<file path="src/rtl/load_store_unit_if.sv">
// Bundles the execute-stage request/response channels and the data-memory
// port of the load/store unit. The master side is the execute stage plus the
// memory. The slave side is the load/store unit itself.
interface load_store_unit_if;
  // request channel
  logic        reqValid;
  logic        reqReady;
  logic [3:0]  reqOp;
  logic [31:0] reqAddress;
  logic [31:0] reqData;
  // response channel
  logic        respValid;
  logic        respReady;
  logic [31:0] respData;
  logic        respError;
  // memory port
  logic [31:0] memAddress;
  logic [31:0] memData;
  logic [2:0]  memWriteMode;
  logic [2:0]  memReadMode;
  logic        memUnsignedLoad;
  logic [31:0] memDataIn;

  modport master (
    output reqValid, reqOp, reqAddress, reqData, respReady, memDataIn,
    input  reqReady, respValid, respData, respError,
           memAddress, memData, memWriteMode, memReadMode, memUnsignedLoad
  );

  modport slave (
    input  reqValid, reqOp, reqAddress, reqData, respReady, memDataIn,
    output reqReady, respValid, respData, respError,
           memAddress, memData, memWriteMode, memReadMode, memUnsignedLoad
  );
endinterface

</file>
<file path="src/rtl/load_store_unit.sv">
// load_store_unit: initiator side of the data-memory port. It takes one
// load/store at a time, checks legality and alignment, drives the memory
// modes for the access, and merges LWL/LWR results with the old rt value.
// Every output comes straight from a register.
module load_store_unit #(
  parameter int unsigned LOAD_WAIT   = 32'd0,
  parameter bit          CHECK_ALIGN = 1'b1
) (
  input  logic             clk,
  input  logic             rst,
  load_store_unit_if.slave bus
);

  typedef enum logic [1:0] {
    IDLE   = 2'd0,
    ACCESS = 2'd1,
    RESP   = 2'd2
  } state_t;

  localparam logic [2:0] MODE_NONE  = 3'd0;
  localparam logic [2:0] MODE_BYTE  = 3'd1;
  localparam logic [2:0] MODE_HALF  = 3'd2;
  localparam logic [2:0] MODE_WORD  = 3'd3;
  localparam logic [2:0] MODE_LEFT  = 3'd4;
  localparam logic [2:0] MODE_RIGHT = 3'd5;

  localparam logic [3:0] OP_LBU = 4'd1;
  localparam logic [3:0] OP_LHU = 4'd3;
  localparam logic [3:0] OP_LWL = 4'd5;
  localparam logic [3:0] OP_LWR = 4'd6;

  // index of the last load cycle on the memory port
  localparam logic [3:0] WAIT_LAST = 4'(LOAD_WAIT);

  // Memory mode for an op. NONE marks an illegal op.
  function automatic logic [2:0] op_mode(input logic [3:0] op);
    case (op)
      4'd0, 4'd1, 4'd8: op_mode = MODE_BYTE;
      4'd2, 4'd3, 4'd9: op_mode = MODE_HALF;
      4'd4, 4'd10:      op_mode = MODE_WORD;
      4'd5, 4'd11:      op_mode = MODE_LEFT;
      4'd6, 4'd12:      op_mode = MODE_RIGHT;
      default:          op_mode = MODE_NONE;
    endcase
  endfunction

  // Halfword ops need addr[0]==0. Full-word ops need addr[1:0]==0.
  // The unaligned-word ops LWL/LWR/SWL/SWR are never misaligned.
  function automatic logic misaligned(input logic [3:0] op, input logic [1:0] a);
    case (op)
      4'd2, 4'd3, 4'd9: misaligned = a[0];
      4'd4, 4'd10:      misaligned = (a != 2'd0);
      default:          misaligned = 1'b0;
    endcase
  endfunction

  // Keep the rt bytes that the memory word does not overwrite.
  function automatic logic [31:0] merge_load(input logic [3:0] op, input logic [1:0] k,
                                             input logic [31:0] mem, input logic [31:0] rt);
    logic [31:0] m;
    case (op)
      OP_LWL: begin
        case (k)
          2'd0:    m = 32'h00FF_FFFF;
          2'd1:    m = 32'h0000_FFFF;
          2'd2:    m = 32'h0000_00FF;
          default: m = 32'h0000_0000;
        endcase
      end
      OP_LWR: begin
        case (k)
          2'd0:    m = 32'h0000_0000;
          2'd1:    m = 32'hFF00_0000;
          2'd2:    m = 32'hFFFF_0000;
          default: m = 32'hFFFF_FF00;
        endcase
      end
      default: m = 32'h0000_0000;
    endcase
    merge_load = mem | (rt & m);
  endfunction

  state_t      state_r, state_s;
  logic [3:0]  op_r, op_s;
  logic [3:0]  cnt_r, cnt_s;
  logic        ready_r, ready_s;
  logic        resp_valid_r, resp_valid_s;
  logic [31:0] resp_data_r, resp_data_s;
  logic        resp_error_r, resp_error_s;
  logic [31:0] mem_addr_r, mem_addr_s;
  logic [31:0] mem_data_r, mem_data_s;
  logic [2:0]  wmode_r, wmode_s;
  logic [2:0]  rmode_r, rmode_s;
  logic        uload_r, uload_s;

  // Next state and next register values for every output
  always_comb begin
    state_s      = state_r;
    op_s         = op_r;
    cnt_s        = cnt_r;
    resp_valid_s = resp_valid_r;
    resp_data_s  = resp_data_r;
    resp_error_s = resp_error_r;
    mem_addr_s   = mem_addr_r;
    mem_data_s   = mem_data_r;
    wmode_s      = wmode_r;
    rmode_s      = rmode_r;
    uload_s      = uload_r;
    case (state_r)
      IDLE: begin
        if (bus.reqValid) begin
          op_s       = bus.reqOp;
          mem_addr_s = bus.reqAddress;
          mem_data_s = bus.reqData;
          cnt_s      = 4'd0;
          if ((op_mode(bus.reqOp) == MODE_NONE) ||
              (CHECK_ALIGN && misaligned(bus.reqOp, bus.reqAddress[1:0]))) begin
            state_s      = RESP;
            resp_valid_s = 1'b1;
            resp_data_s  = 32'd0;
            resp_error_s = 1'b1;
          end else begin
            state_s      = ACCESS;
            resp_data_s  = 32'd0;
            resp_error_s = 1'b0;
            uload_s      = (bus.reqOp == OP_LBU) || (bus.reqOp == OP_LHU);
            if (bus.reqOp[3]) begin
              wmode_s = op_mode(bus.reqOp);
            end else begin
              rmode_s = op_mode(bus.reqOp);
            end
          end
        end else begin
          state_s = IDLE;
        end
      end
      ACCESS: begin
        if (op_r[3]) begin
          // a store holds its write mode for this single cycle
          wmode_s      = MODE_NONE;
          uload_s      = 1'b0;
          resp_valid_s = 1'b1;
          resp_data_s  = 32'd0;
          state_s      = RESP;
        end else if (cnt_r == WAIT_LAST) begin
          rmode_s      = MODE_NONE;
          uload_s      = 1'b0;
          resp_valid_s = 1'b1;
          resp_data_s  = merge_load(op_r, mem_addr_r[1:0], bus.memDataIn, mem_data_r);
          state_s      = RESP;
        end else begin
          cnt_s = cnt_r + 4'd1;
        end
      end
      RESP: begin
        if (bus.respReady) begin
          resp_valid_s = 1'b0;
          state_s      = IDLE;
        end else begin
          state_s = RESP;
        end
      end
      default: begin
        state_s      = IDLE;
        resp_valid_s = 1'b0;
        wmode_s      = MODE_NONE;
        rmode_s      = MODE_NONE;
        uload_s      = 1'b0;
      end
    endcase
    ready_s = (state_s == IDLE);
  end

  // State and output registers. Reset abandons any access in flight.
  always_ff @(posedge clk or posedge rst) begin
    if (rst) begin
      state_r      <= IDLE;
      op_r         <= 4'd0;
      cnt_r        <= 4'd0;
      ready_r      <= 1'b1;
      resp_valid_r <= 1'b0;
      resp_data_r  <= 32'd0;
      resp_error_r <= 1'b0;
      mem_addr_r   <= 32'd0;
      mem_data_r   <= 32'd0;
      wmode_r      <= MODE_NONE;
      rmode_r      <= MODE_NONE;
      uload_r      <= 1'b0;
    end else begin
      state_r      <= state_s;
      op_r         <= op_s;
      cnt_r        <= cnt_s;
      ready_r      <= ready_s;
      resp_valid_r <= resp_valid_s;
      resp_data_r  <= resp_data_s;
      resp_error_r <= resp_error_s;
      mem_addr_r   <= mem_addr_s;
      mem_data_r   <= mem_data_s;
      wmode_r      <= wmode_s;
      rmode_r      <= rmode_s;
      uload_r      <= uload_s;
    end
  end

  assign bus.reqReady        = ready_r;
  assign bus.respValid       = resp_valid_r;
  assign bus.respData        = resp_data_r;
  assign bus.respError       = resp_error_r;
  assign bus.memAddress      = mem_addr_r;
  assign bus.memData         = mem_data_r;
  assign bus.memWriteMode    = wmode_r;
  assign bus.memReadMode     = rmode_r;
  assign bus.memUnsignedLoad = uload_r;

endmodule

</file>
<file path="src/flat_wrapper.sv">
// flat-port wrapper written by rule: the top's interface ports become plain ports
module load_store_unit_flat 
#(
  parameter int unsigned LOAD_WAIT   = 32'd0,
  parameter bit          CHECK_ALIGN = 1'b1
)
  (clk, rst, bus_reqValid, bus_reqOp, bus_reqAddress, bus_reqData, bus_respReady, bus_memDataIn, bus_reqReady, bus_respValid, bus_respData, bus_respError, bus_memAddress, bus_memData, bus_memWriteMode, bus_memReadMode, bus_memUnsignedLoad);
  load_store_unit_if bus_i ();
  input  logic clk;
  input  logic rst;
  input wire logic [$bits(bus_i.reqValid)-1:0] bus_reqValid;
  input wire logic [$bits(bus_i.reqOp)-1:0] bus_reqOp;
  input wire logic [$bits(bus_i.reqAddress)-1:0] bus_reqAddress;
  input wire logic [$bits(bus_i.reqData)-1:0] bus_reqData;
  input wire logic [$bits(bus_i.respReady)-1:0] bus_respReady;
  input wire logic [$bits(bus_i.memDataIn)-1:0] bus_memDataIn;
  output wire logic [$bits(bus_i.reqReady)-1:0] bus_reqReady;
  output wire logic [$bits(bus_i.respValid)-1:0] bus_respValid;
  output wire logic [$bits(bus_i.respData)-1:0] bus_respData;
  output wire logic [$bits(bus_i.respError)-1:0] bus_respError;
  output wire logic [$bits(bus_i.memAddress)-1:0] bus_memAddress;
  output wire logic [$bits(bus_i.memData)-1:0] bus_memData;
  output wire logic [$bits(bus_i.memWriteMode)-1:0] bus_memWriteMode;
  output wire logic [$bits(bus_i.memReadMode)-1:0] bus_memReadMode;
  output wire logic [$bits(bus_i.memUnsignedLoad)-1:0] bus_memUnsignedLoad;
  assign bus_i.reqValid = bus_reqValid;
  assign bus_i.reqOp = bus_reqOp;
  assign bus_i.reqAddress = bus_reqAddress;
  assign bus_i.reqData = bus_reqData;
  assign bus_i.respReady = bus_respReady;
  assign bus_i.memDataIn = bus_memDataIn;
  assign bus_reqReady = bus_i.reqReady;
  assign bus_respValid = bus_i.respValid;
  assign bus_respData = bus_i.respData;
  assign bus_respError = bus_i.respError;
  assign bus_memAddress = bus_i.memAddress;
  assign bus_memData = bus_i.memData;
  assign bus_memWriteMode = bus_i.memWriteMode;
  assign bus_memReadMode = bus_i.memReadMode;
  assign bus_memUnsignedLoad = bus_i.memUnsignedLoad;
  load_store_unit #(.LOAD_WAIT(LOAD_WAIT), .CHECK_ALIGN(CHECK_ALIGN)) u_core (.clk(clk), .rst(rst), .bus(bus_i));
endmodule
</file>
<file path="config.mk">
export PLATFORM = sky130hd
export DESIGN_NAME = load_store_unit_flat
export DESIGN_NICKNAME = d
export VERILOG_FILES = /design/src/rtl/load_store_unit_if.sv /design/src/rtl/load_store_unit.sv /design/src/flat_wrapper.sv
export SDC_FILE = /design/constraint.sdc
export NUM_CORES = 1
export LEC_CHECK = 0
export BUFFER_PORTS_ARGS = -buffer_cell sky130_fd_sc_hd__buf_2
export CAP_MARGIN = 5
export CORE_ASPECT_RATIO = 0.75
export CORE_MARGIN = 4
export CORE_UTILIZATION = 48
export DETAILED_ROUTE_END_ITERATION = 6
export HOLD_SLACK_MARGIN = 0.08
export MAX_ROUTING_LAYER = met4
export PLACE_DENSITY = 0.8
export SLEW_MARGIN = 20
export SYNTH_ARGS = -nofsm -noshare
export SYNTH_HDL_FRONTEND = slang
export SYNTH_SLANG_ARGS = --single-unit
</file>
<file path="constraint.sdc">
create_clock -name clk -period 4.6 [get_ports clk]
set_input_delay 0.46 -clock clk [delete_from_list [all_inputs] [get_ports clk]]
set_output_delay 0.46 -clock clk [all_outputs]
set_load 0.03 [all_outputs]
</file>
# After elaboration in Yosys (flattened, before gate mapping)

Memories as Yosys holds them, arrays and structs flattened.
Index checks and enable logic that the tools add are counted.

Output and inout bits: 106
ROM bits: 144
Input bits: 104
Register bits after elaboration: 116
Word-level logic and storage cells: 108
Memories kept: 3

Add/subtract/negate cells: 1
Equal/unequal tests: 23
Multiplexer cells: 48
Bitwise logic cells: 3
Reduce and logical (&&, ||, !) cells: 18

Memories:

| name            | words | bits a word | rd ports | clocked after Yosys merged registers in | wr ports | line                  | RTL |
|---|---|---|---|---|---|---|---|
| (no name shown) | 16    | 3           | 1        | 0                                       | 0        | load_store_unit.sv:37 | `case (op)` |
| (no name shown) | 16    | 3           | 1        | 0                                       | 0        | load_store_unit.sv:37 |  |
| (no name shown) | 16    | 3           | 1        | 0                                       | 0        | load_store_unit.sv:37 |  |

Operators with widths:

| operator                                                        | number |
|---|---|
| 32-bit two-way mux                                              | 6 |
| 32-bit one-hot mux with 2 select lines                          | 2 |
| 32-bit one-hot mux with 3 select lines                          | 1 |
| 24-bit one-hot mux with 3 select lines                          | 1 |
| 3-bit two-way mux                                               | 11 |
| 32-bit bitwise AND                                              | 1 |
| 32-bit OR                                                       | 1 |
| 3-bit one-hot mux with 3 select lines                           | 2 |
| 2-bit != test, second input constant                            | 7 |
| 4-bit by 3-bit == test with 1-bit output, second input constant | 3 |
| 1-bit two-way mux                                               | 12 |
| 4-bit two-way mux                                               | 3 |
| 4-bit AND reduction                                             | 3 |
| 2-bit two-way mux                                               | 5 |
| 4-bit by 2-bit == test with 1-bit output, second input constant | 2 |
| 4-bit == test, second input constant                            | 2 |
| 4-bit one-hot mux with 2 select lines                           | 1 |
| 2-bit zero test                                                 | 3 |
| 2-bit by 1-bit != test with 1-bit output, second input constant | 3 |
| 1-bit one-hot mux with 3 select lines                           | 2 |
| 2-bit one-hot mux with 3 select lines                           | 1 |
| 6-bit AND reduction                                             | 1 |
| 5-bit AND reduction                                             | 1 |
| 4-bit by 1-bit adder with 4-bit output, second input constant   | 1 |
| 14 further kinds                                                | 18 |

# Depth between registers and ports, before layout

Gate-level depths: netlist of run 1.

Word-level depth: 11
Depth in mapped cells: 8
Depth with buffers taken out: 7

# Least setup slack after synthesis of run 1

No wires, ideal clock.

Path type: input port to flip-flop
From: input bus_reqOp[0]
To: register u_core.rmode_r[0] (netlist: u_core.bus.memReadMode[0])
Slack: 2.678 ns
Setup time: 0.129 ns
Data arrival time: 1.793 ns
Buffers on the path: 0
Required time: 4.471 ns
Stages on the path: 7
Path through: inv_1 ha_1 and4bb_2 a211o_4 nand2b_4 o211ai_1 nand3_1

Longest elaborated chain between the ends: 8
Elaborated cells between the ends (all ways): 22
Classes of those cells: eq/ne (6); mux (9); reduce/logical (5); memory (2)

RTL lines:

| element                                                        | line                   | RTL |
|---|---|---|
| start, declared                                                | flat_wrapper.sv:12     | `input wire logic [$bits(bus_i.reqOp)-1:0] bus_reqOp;` |
| branches (longest 8 deep; another with memory read 16 x 3 bit) | -                      |  |
| end signal, assigned                                           | load_store_unit.sv:200 | `rmode_r <= rmode_s;` |
| end, declared                                                  | load_store_unit.sv:93  | `logic [2:0] rmode_r, rmode_s;` |

Parallel ways; which one is timed is not known. The select of a mux whose other input is x is not followed.
A chain may end at the register's enable or synchronous reset.

# Final worst setup path of run 1

From: register u_core.state_r[0]
To: register u_core.cnt_r[1]

Longest elaborated chain between the ends: 3
Elaborated cells between the ends (all ways): 8
Classes of those cells: eq/ne (4); mux (1); reduce/logical (3)

RTL lines:

| element                                                                     | line                   | RTL |
|---|---|---|
| start, declared                                                             | load_store_unit.sv:83  | `state_t state_r, state_s;` |
| start signal, assigned                                                      | load_store_unit.sv:190 | `state_r <= state_s;` |
| 2-bit by 1-bit == test with 1-bit output or 2-bit zero test (tied branches) | load_store_unit.sv:109 | `case (state_r)` |
| 2-bit != test (no source line) or 2-bit nonzero test (tied branches)        | -                      |  |
| 4-bit AND reduction (no source line)                                        | -                      |  |
| end signal, assigned                                                        | load_store_unit.sv:192 | `cnt_r <= cnt_s;` |
| end, declared                                                               | load_store_unit.sv:85  | `logic [3:0] cnt_r, cnt_s;` |

Several ways; a longest one is shown, not always the timed one.

==> impl_summary.txt, run 1 <==
----------------------------------------------------
[Power and ir drop]
  Share of total power in combinational logic ... 0.409
  NetSw ... 2.362 mW
  Power density over the cells ... 779.9 mW/mm2
  Clk pwr share ... 0.251
  Leakage power figure ... 3.710 nW
  Worst voltage drop across the vdd grid ... 429.1 uV
  Internal Dissipation ... 2.941 mW
  Switching share of total power ... 0.4454
  Sequential share of power ... 0.340

[Global routing]
  Largest net degree at the start of global routing ... 76
  Number of antenna violations at the first check in global routing ... 0
  Vias in the first global route ... 4773
  Tot GR Track Use ... 0.2444
  Wire length of the first global-routing pass ... 23500 um
  Remaining Overflow, GRT ... 0

[Setup path]
  Worst setup path startpoint ... u_core.state_r[0]
  Reg2reg path depth ... 6
  Class of the most critical setup path ... reg -> reg
  Critical Path Sink ... u_core.cnt_r[1]
  Critical Path Source Type ... register
  Worst endpoint data arrival time ... 2910 ps
  CP Capture Type ... register
  Startpoint of the lowest-slack register-to-register path ... u_core.state_r[0]
  Endpoint of the most critical register-to-register path ... u_core.cnt_r[1]
  Crit Path Max Fanout ... 46
  Register-to-register setup slack ... 1950 ps
  Critical Path RT ... 4860 ps

[Timing]
  Fmax ... 377.7 MHz
  Actual slew at the worst max-slew pin ... 910.6 ps
  Number of failing setup endpoints in the final timing report ... 0
  Max_slew headroom ... 0.3929
  Shortest clock period the worst path allows after layout ... 2647 ps
  Final hold violation count ... 0
  Setup TNS ... 0 ps
  Setup clock skew after layout ... 10.51 ps
  RSZ-0062 raised after global routing ... no
  Tcrit/Tclk final ... 0.5755
  Final max-slew violation count ... 0
  Hold_ws ... 239.5 ps

[Floorplanning]
  Floorplan Core Area ... 0.01033 mm2
  Num rows ... 32
  IO Pins ... 210
  Area of the die ... 0.01237 mm2
  Die height ... 97.31 um
  Effective utilization at floorplan ... 0.4942
  Floorplan die width ... 127.1 um

[Detailed routing]
  Via count ... 4737
  Highest Signal Layer ... met4
  Met3 routed wirelength ... 1427 um
  Metal-1 WL ... 6103 um
  DRC violations left ... 0
  Routed Wire Length ... 14470 um
  Ratio of routed vias to standard cells ... 5.177
  Routed wire length on met2 ... 6666 um
  Antenna-violating nets left ... 0
  Initial detailed-routing violation count ... 311
  DR WL/cell ... 15.81 um
  Pre-antenna DRT Iters ... 5

[Clock network]
  Clock root buffer master ... sky130_fd_sc_hd__clkbuf_16
  Number of hold-repair buffers added at the cts stage ... 0
  Clock sinks ... 116
  Number of post-CTS setup repair buffers ... 0
  Clock H-tree levels ... 4
  Maximum count of clock buffers along a single path ... 2
  Clock latency on the worst-skew pair ... 410 ps
  Number of buffers added by the clock tree synthesis step ... 17
  Clock tree from TritonCTS ... yes
  Number of gates given a new drive strength after cts ... 0
  Clock transition at path regs ... 60 ps

[Final layout]
  Layout Cell Area excl Fill ... 0.006800 mm2
  Inserted Diodes ... 0
  Finished Layout Cells ... 915
  Most frequent cells in the layout ... sky130_fd_sc_hd__nand2_1 (241), sky130_fd_sc_hd__buf_2 (209), sky130_fd_sc_hd__dfrtp_1 (115), sky130_fd_sc_hd__a21oi_1 (37), sky130_fd_sc_hd__o21ai_1 (32)
  Fraction of layout instances using a drive strength above 1 ... 0.3363
  Final core utilization ... 0.6583
  Commonest non-fill, non-tap cell in the layout ... sky130_fd_sc_hd__nand2_1
  Growth of design area from synthesis to finish ... 33.21%
  Final nets ... 877
  Number of filler instances in the final layout ... 843

[Synth]
  Sequential area share after synthesis ... 0.5689
  Post-Syn Area per Cell ... 9.067 um2
  Post-synth EDFFs ... 0
  Fraction of registers with async set/reset ... 1.000
  Seq cells post-synth ... 116
  Most instantiated flip-flop cell in the synthesis netlist ... sky130_fd_sc_hd__dfrtp_1
  Area of the mapped netlist ... 0.005105 mm2
  Synthesized instance count ... 563
  Total of warnings raised by yosys ... 0
  Number of distinct standard cells referenced by the synthesized netlist ... 50
  Nets in the synthesized netlist ... 673

[Placement]
  Post-DP HPWL ... 10410 um
  Port-buffer cells ... 209
  Placement-stage cell area ... 0.006196 mm2
  Cell total after placement ... 884
  Routability cong. ... 0.9283

[Hold path]
  Min-Delay Path Class ... in -> async

[Run]
  Max Cap Viol ... 0

[Status]
  Run status ... complete, no violations

----------------------------------------------------
## logic make-up after synthesis
family,Yosys count,share of synthesized area
flops,116,0.5689
xor+xnor,3,0.005148
fa+ha+maj,6,0.01471
simple gates,295,0.2475
buf+inv,37,0.03750
compound gates,101,0.1162
mux,5,0.01005
## synth_stat cells (2+ instances only)
master                     instances  area [um2]
sky130_fd_sc_hd__nor3_2            3       30.03
sky130_fd_sc_hd__nand3_1           4       20.02
sky130_fd_sc_hd__nand2_1         243       912.1
sky130_fd_sc_hd__buf_2             9       45.04
sky130_fd_sc_hd__nor2_1           14       52.55
sky130_fd_sc_hd__o21ai_1          32       160.2
sky130_fd_sc_hd__dfrtp_1         115        2878
sky130_fd_sc_hd__inv_1            10       37.54
sky130_fd_sc_hd__clkbuf_1         12       45.04
sky130_fd_sc_hd__a211o_4           2       35.03
sky130_fd_sc_hd__nand2b_1          4       25.02
sky130_fd_sc_hd__a21oi_1          37       185.2
sky130_fd_sc_hd__xor2_1            3       26.28
sky130_fd_sc_hd__mux2i_1           4       40.04
sky130_fd_sc_hd__nand3b_1          6       45.04
sky130_fd_sc_hd__nor2b_1           2       12.51
sky130_fd_sc_hd__ha_1              6       75.07
sky130_fd_sc_hd__nor3_1            5       25.02
sky130_fd_sc_hd__o21ai_0          14       70.07
sky130_fd_sc_hd__buf_6             5       56.30
sky130_fd_sc_hd__o211ai_1          4       30.03
## how the worst min path moves through the flow
stage                              start                         to
6_report                             rst     u_core.bus.respData[2]
5_1_grt               bus_reqAddress[18]  u_core.bus.memAddress[18]
4_1_cts                bus_reqAddress[3]   u_core.bus.memAddress[3]
3_5_place_dp    u_core.bus.memAddress[3]   u_core.bus.memAddress[3]
3_3_place_gp   u_core.bus.memAddress[21]  u_core.bus.memAddress[21]
2_1_floorplan             u_core.op_r[2]             u_core.op_r[2]
## flip-flops by register name (all words and copies together) (netlist names), 2 cells and up
register,count
u_core.state_r,2
u_core.bus.memAddress,32
u_core.bus.memData,32
u_core.bus.respData,32
u_core.bus.memWriteMode,3
u_core.cnt_r,4
u_core.op_r,4
u_core.bus.memReadMode,3
## per-layer routing
layer | track usage | vias to the layer above
li1 | - | 2254
met1 | 0.3067 | 2245
met2 | 0.3805 | 216
met3 | 0.07088 | 22
met4 | 0.08656 | 0
met5 | - | -
## area by class of cell
class                   count  area [um2]  share of cell area
inverters                  10       40.04            0.005888
well taps                 136       170.2             0.02502
flip-flops and latches    116        2904              0.4270
repair buffers            212        1069              0.1571
clock buffers              22       474.2             0.06973
multi-input cells         410        2016              0.2964
clock inverters             9       127.6             0.01877
## metrics by stage
step / power (mW) / worst slack, ps
floorplan: 3.281 / 1069
global placement: 3.915 / 2117
detailed placement: 3.991 / 1976
CTS: 5.335 / 1978
global route: 5.593 / 1668
finish: 5.303 / 1953
## power by group through the flow
stage | Sequential (mW) | Clock [mW] | Combinational [mW]
after global placement | 1.79 | 0 | 2.13
after CTS | 1.80 | 1.35 | 2.19
after global routing | 1.86 | 1.39 | 2.35
after floorplan | 2.57 | 0 | 0.713
final | 1.80 | 1.33 | 2.17
after detailed placement | 1.80 | 0 | 2.19
## worst max-delay path, stage by stage, from the launching register on
cell and delay [ps]:
sky130_fd_sc_hd__dfrtp_1 610, sky130_fd_sc_hd__inv_1 320, sky130_fd_sc_hd__nand2_2 730, sky130_fd_sc_hd__buf_4 410, sky130_fd_sc_hd__nand2_1 90, sky130_fd_sc_hd__a41oi_1 220
sky130_fd_sc_hd__o21ai_0 110
Power figures use the tool's default switching activity.
==> run 2, diff against run 1 <==
--- a/config.mk
+++ b/config.mk
@@ -9,11 +9,11 @@
 export CAP_MARGIN = 5
 export CORE_ASPECT_RATIO = 0.75
 export CORE_MARGIN = 4
-export CORE_UTILIZATION = 48
+export CORE_UTILIZATION = 44
 export DETAILED_ROUTE_END_ITERATION = 6
 export HOLD_SLACK_MARGIN = 0.08
 export MAX_ROUTING_LAYER = met4
-export PLACE_DENSITY = 0.8
+export PLACE_DENSITY = 0.77
 export SLEW_MARGIN = 20
 export SYNTH_ARGS = -nofsm -noshare
 export SYNTH_HDL_FRONTEND = slang
==> constraint.sdc (replaced) <==
create_clock -name clk -period 2.2 [get_ports clk]
set_input_delay 0.22 -clock clk [delete_from_list [all_inputs] [get_ports clk]]
set_output_delay 0.22 -clock clk [all_outputs]
set_load 0.03 [all_outputs]
==> run 2 against run 1 <==
Net effect: sequential cell count stayed put; critical path depth is 1 higher; non-clock buffer count is 97 higher; setup slack worse by 1700 ps; critical path type unchanged; critical endpoint is now u_core.bus.respData[17]; largest cell class unchanged; highest routed layer unchanged.
==> impl_summary.txt, run 2 (synthesis results as in run 1) <==
----------------------------------------------------
[Timing]
  Shortest clock period the worst path allows after layout ... 1953 ps (-694.5 ps)
  Fmax ... 512.0 MHz (+36%)
  Hold_ws ... 99.19 ps (-140.3 ps)
  Setup TNS ... 0 ps (unchanged)
  Final WS setup ... 247.1 ps (-1706 ps)
  Final hold violation count ... 0 (unchanged)
  RSZ-0062 raised after global routing ... no
  Actual slew at the worst max-slew pin ... 694.2 ps (-216.5 ps)
  Tcrit/Tclk final ... 0.8877 (+0.3122)
  Max_slew headroom ... 0.5355 (+0.1426)
  Number of failing setup endpoints in the final timing report ... 0 (unchanged)
  Final max-slew violation count ... 0 (unchanged)
  Setup clock skew after layout ... 8.529 ps (-1.984 ps)

[Floorplanning]
  Num rows ... 33 (+3.1%)
  Area of the die ... 0.01341 mm2 (+8.4%)
  Floorplan die width ... 132.4 um (+4.2%)
  Die height ... 101.3 um (+4.1%)
  Floorplan Core Area ... 0.01115 mm2 (+7.9%)
  Effective utilization at floorplan ... 0.4579 (-0.03627)
  IO Pins ... 210 (unchanged)

[Detailed routing]
  Ratio of routed vias to standard cells ... 5.303 (+2.4%)
  Via count ... 5393 (+14%)
  DR WL/cell ... 17.07 um (+7.9%)
  DRC violations left ... 0 (unchanged)
  Initial detailed-routing violation count ... 299 (-3.9%)
  Antenna-violating nets left ... 0 (unchanged)
  Pre-antenna DRT Iters ... 5 (unchanged)
  Routed Wire Length ... 17360 um (+20%)

[Setup path]
  Class of the most critical setup path ... reg -> reg
  Crit path cell chain ... inv_1, ha_1, nor3b_4, nor2_2, a211o_4, nand2_1, o21ai_1
  Crit Path Max Fanout ... 33 (-28%)
  Worst endpoint data arrival time ... 2220 ps (-690 ps)
  Master of the slowest instance on the critical path ... sky130_fd_sc_hd__a211o_4
  Register-to-register setup slack ... 250 ps (-1710 ps)
  Critical Path Source Type ... register
  Highest cell delay on the worst timing path ... 500 ps (-230 ps)
  CP Capture Type ... register
  Critical Path RT ... 2470 ps (-2390 ps)

[Clock network]
  Clock root buffer master ... sky130_fd_sc_hd__clkbuf_16
  Clock latency on the worst-skew pair ... 400 ps (about the same)
  Clock tree from TritonCTS ... yes
  Maximum count of clock buffers along a single path ... 2 (unchanged)
  Clock sinks ... 116 (unchanged)
  Clock H-tree levels ... 4 (unchanged)
  Clock transition at path regs ... 50 ps (about the same)
  Number of buffers added by the clock tree synthesis step ... 17 (unchanged)

[Final layout]
  Fraction of layout instances using a drive strength above 1 ... 0.3056 (-0.03074)
  Most frequent cells in the layout ... sky130_fd_sc_hd__nand2_1 (242), sky130_fd_sc_hd__buf_2 (209), sky130_fd_sc_hd__dfrtp_1 (115), sky130_fd_sc_hd__dlygate4sd3_1 (90), sky130_fd_sc_hd__a21oi_1 (37)
  Final nets ... 974 (+11%)
  Inserted Diodes ... 0 (unchanged)
  Finished Layout Cells ... 1017 (+11%)
  Commonest non-fill, non-tap cell in the layout ... sky130_fd_sc_hd__nand2_1
  Growth of design area from synthesis to finish ... 53.48%

[Placement]
  Port-buffer cells ... 209 (unchanged)
  Routability cong. ... 0.8748 (-5.8%)
  Cell total after placement ... 895 (+1.2%)
  Post-DP HPWL ... 10220 um (-1.8%)
  Pre-CTS setup slack ... 219.0 ps (-1757 ps)

[Global routing]
  Remaining Overflow, GRT ... 0 (unchanged)
  Vias in the first global route ... 5770 (+21%)
  Wire length of the first global-routing pass ... 28370 um (+21%)
  Largest net degree at the start of global routing ... 117 (+54%)
  Tot GR Track Use ... 0.2736 (+0.02926)
  Number of antenna violations at the first check in global routing ... 0 (unchanged)

[Power and ir drop]
  Power density over the cells ... 1489 mW/mm2 (+91%)
  Worst voltage drop across the vdd grid ... 913.9 uV (+110%)
  PnR Total Power ... 11.67 mW (+120%)
  Leakage power figure ... 4.133 nW (+11%)

[Hold path]
  Min-Delay Path Class ... in -> reg

[Run]
  Max Cap Viol ... 0 (unchanged)

[Status]
  Run status ... complete, no violations

----------------------------------------------------
## run 2: cell count changes in the layout (fill, tap and decap cells not counted), sizes merged
cell,before,now
dlygate4sd3,0,90
clkbuf,22,20
bufinv,3,5
inv,10,9
buf,212,219
clkinv,3,2
clkinvlp,3,6
## run 2: stage by stage
stage / instance area, um2 / util
global placement: 6292 / 0.5644
floorplan: 5109 / -
detailed placement: 6292 / 0.5644
global route: 7835 / 0.7028
finish: 7835 / 0.7028
CTS: 7835 / 0.7028
## run 2: where the power goes
group          switching [mW]  internal, mW
registers               0.683          3.06
clock network           0.987          2.01
logic                    3.50          1.42
## run 2: area by class of cell
type / instances / area, um2
clock buffer: 20 / 436.7
clock inverter: 12 / 205.2
fill: 749 / 3313
inverter: 10 / 41.29
multi-input combinational: 410 / 2013
sequential: 116 / 2904
tap: 140 / 175.2
timing repair buffer: 309 / 2059
## run 2: worst paths after layout
kind / startpoint / end / depth (start not counted)
setup / recovery: u_core.cnt_r[0] / u_core.bus.respData[17] / 7
hold / removal: bus_memDataIn[3] / u_core.bus.respData[3] / 3
min in group asynchronous: rst / u_core.bus.memAddress[26] / 4
max in group asynchronous: rst / u_core.bus.respData[18] / 4
setup reg to reg: u_core.cnt_r[0] / u_core.bus.respData[17] / 7
hold reg to reg: u_core.bus.memAddress[10] / u_core.bus.memAddress[10] / 2
## run 2: timing repair
action,CTS,global route
hold endpoints to repair,204,0
hold buffers,90,0
resized for setup,0,0
buffers inserted,0,0
## run 2: critical path: cells and delay by family (launching register included)
| family | cells | cell delay (ps) |
|---|---|---|
| simple gates | 3 | 540 |
| flops | 1 | 410 |
| compound gates | 2 | 580 |
| buf+inv | 1 | 100 |
| fa+ha+maj | 1 | 170 |
## run 2: metal layers
| layer | routed length [um] | GRT usage | up-vias | part of all wire |
|---|---|---|---|---|
| met3 | 1690 | 0.07448 | 49 | 0.097 |
| met5 | 0 | - | - | 0 |
| li1 | - | - | 2453 | - |
| met2 | 8307 | 0.4528 | 355 | 0.48 |
| met1 | 6937 | 0.3205 | 2536 | 0.40 |
| met4 | 420 | 0.1126 | 0 | 0.024 |
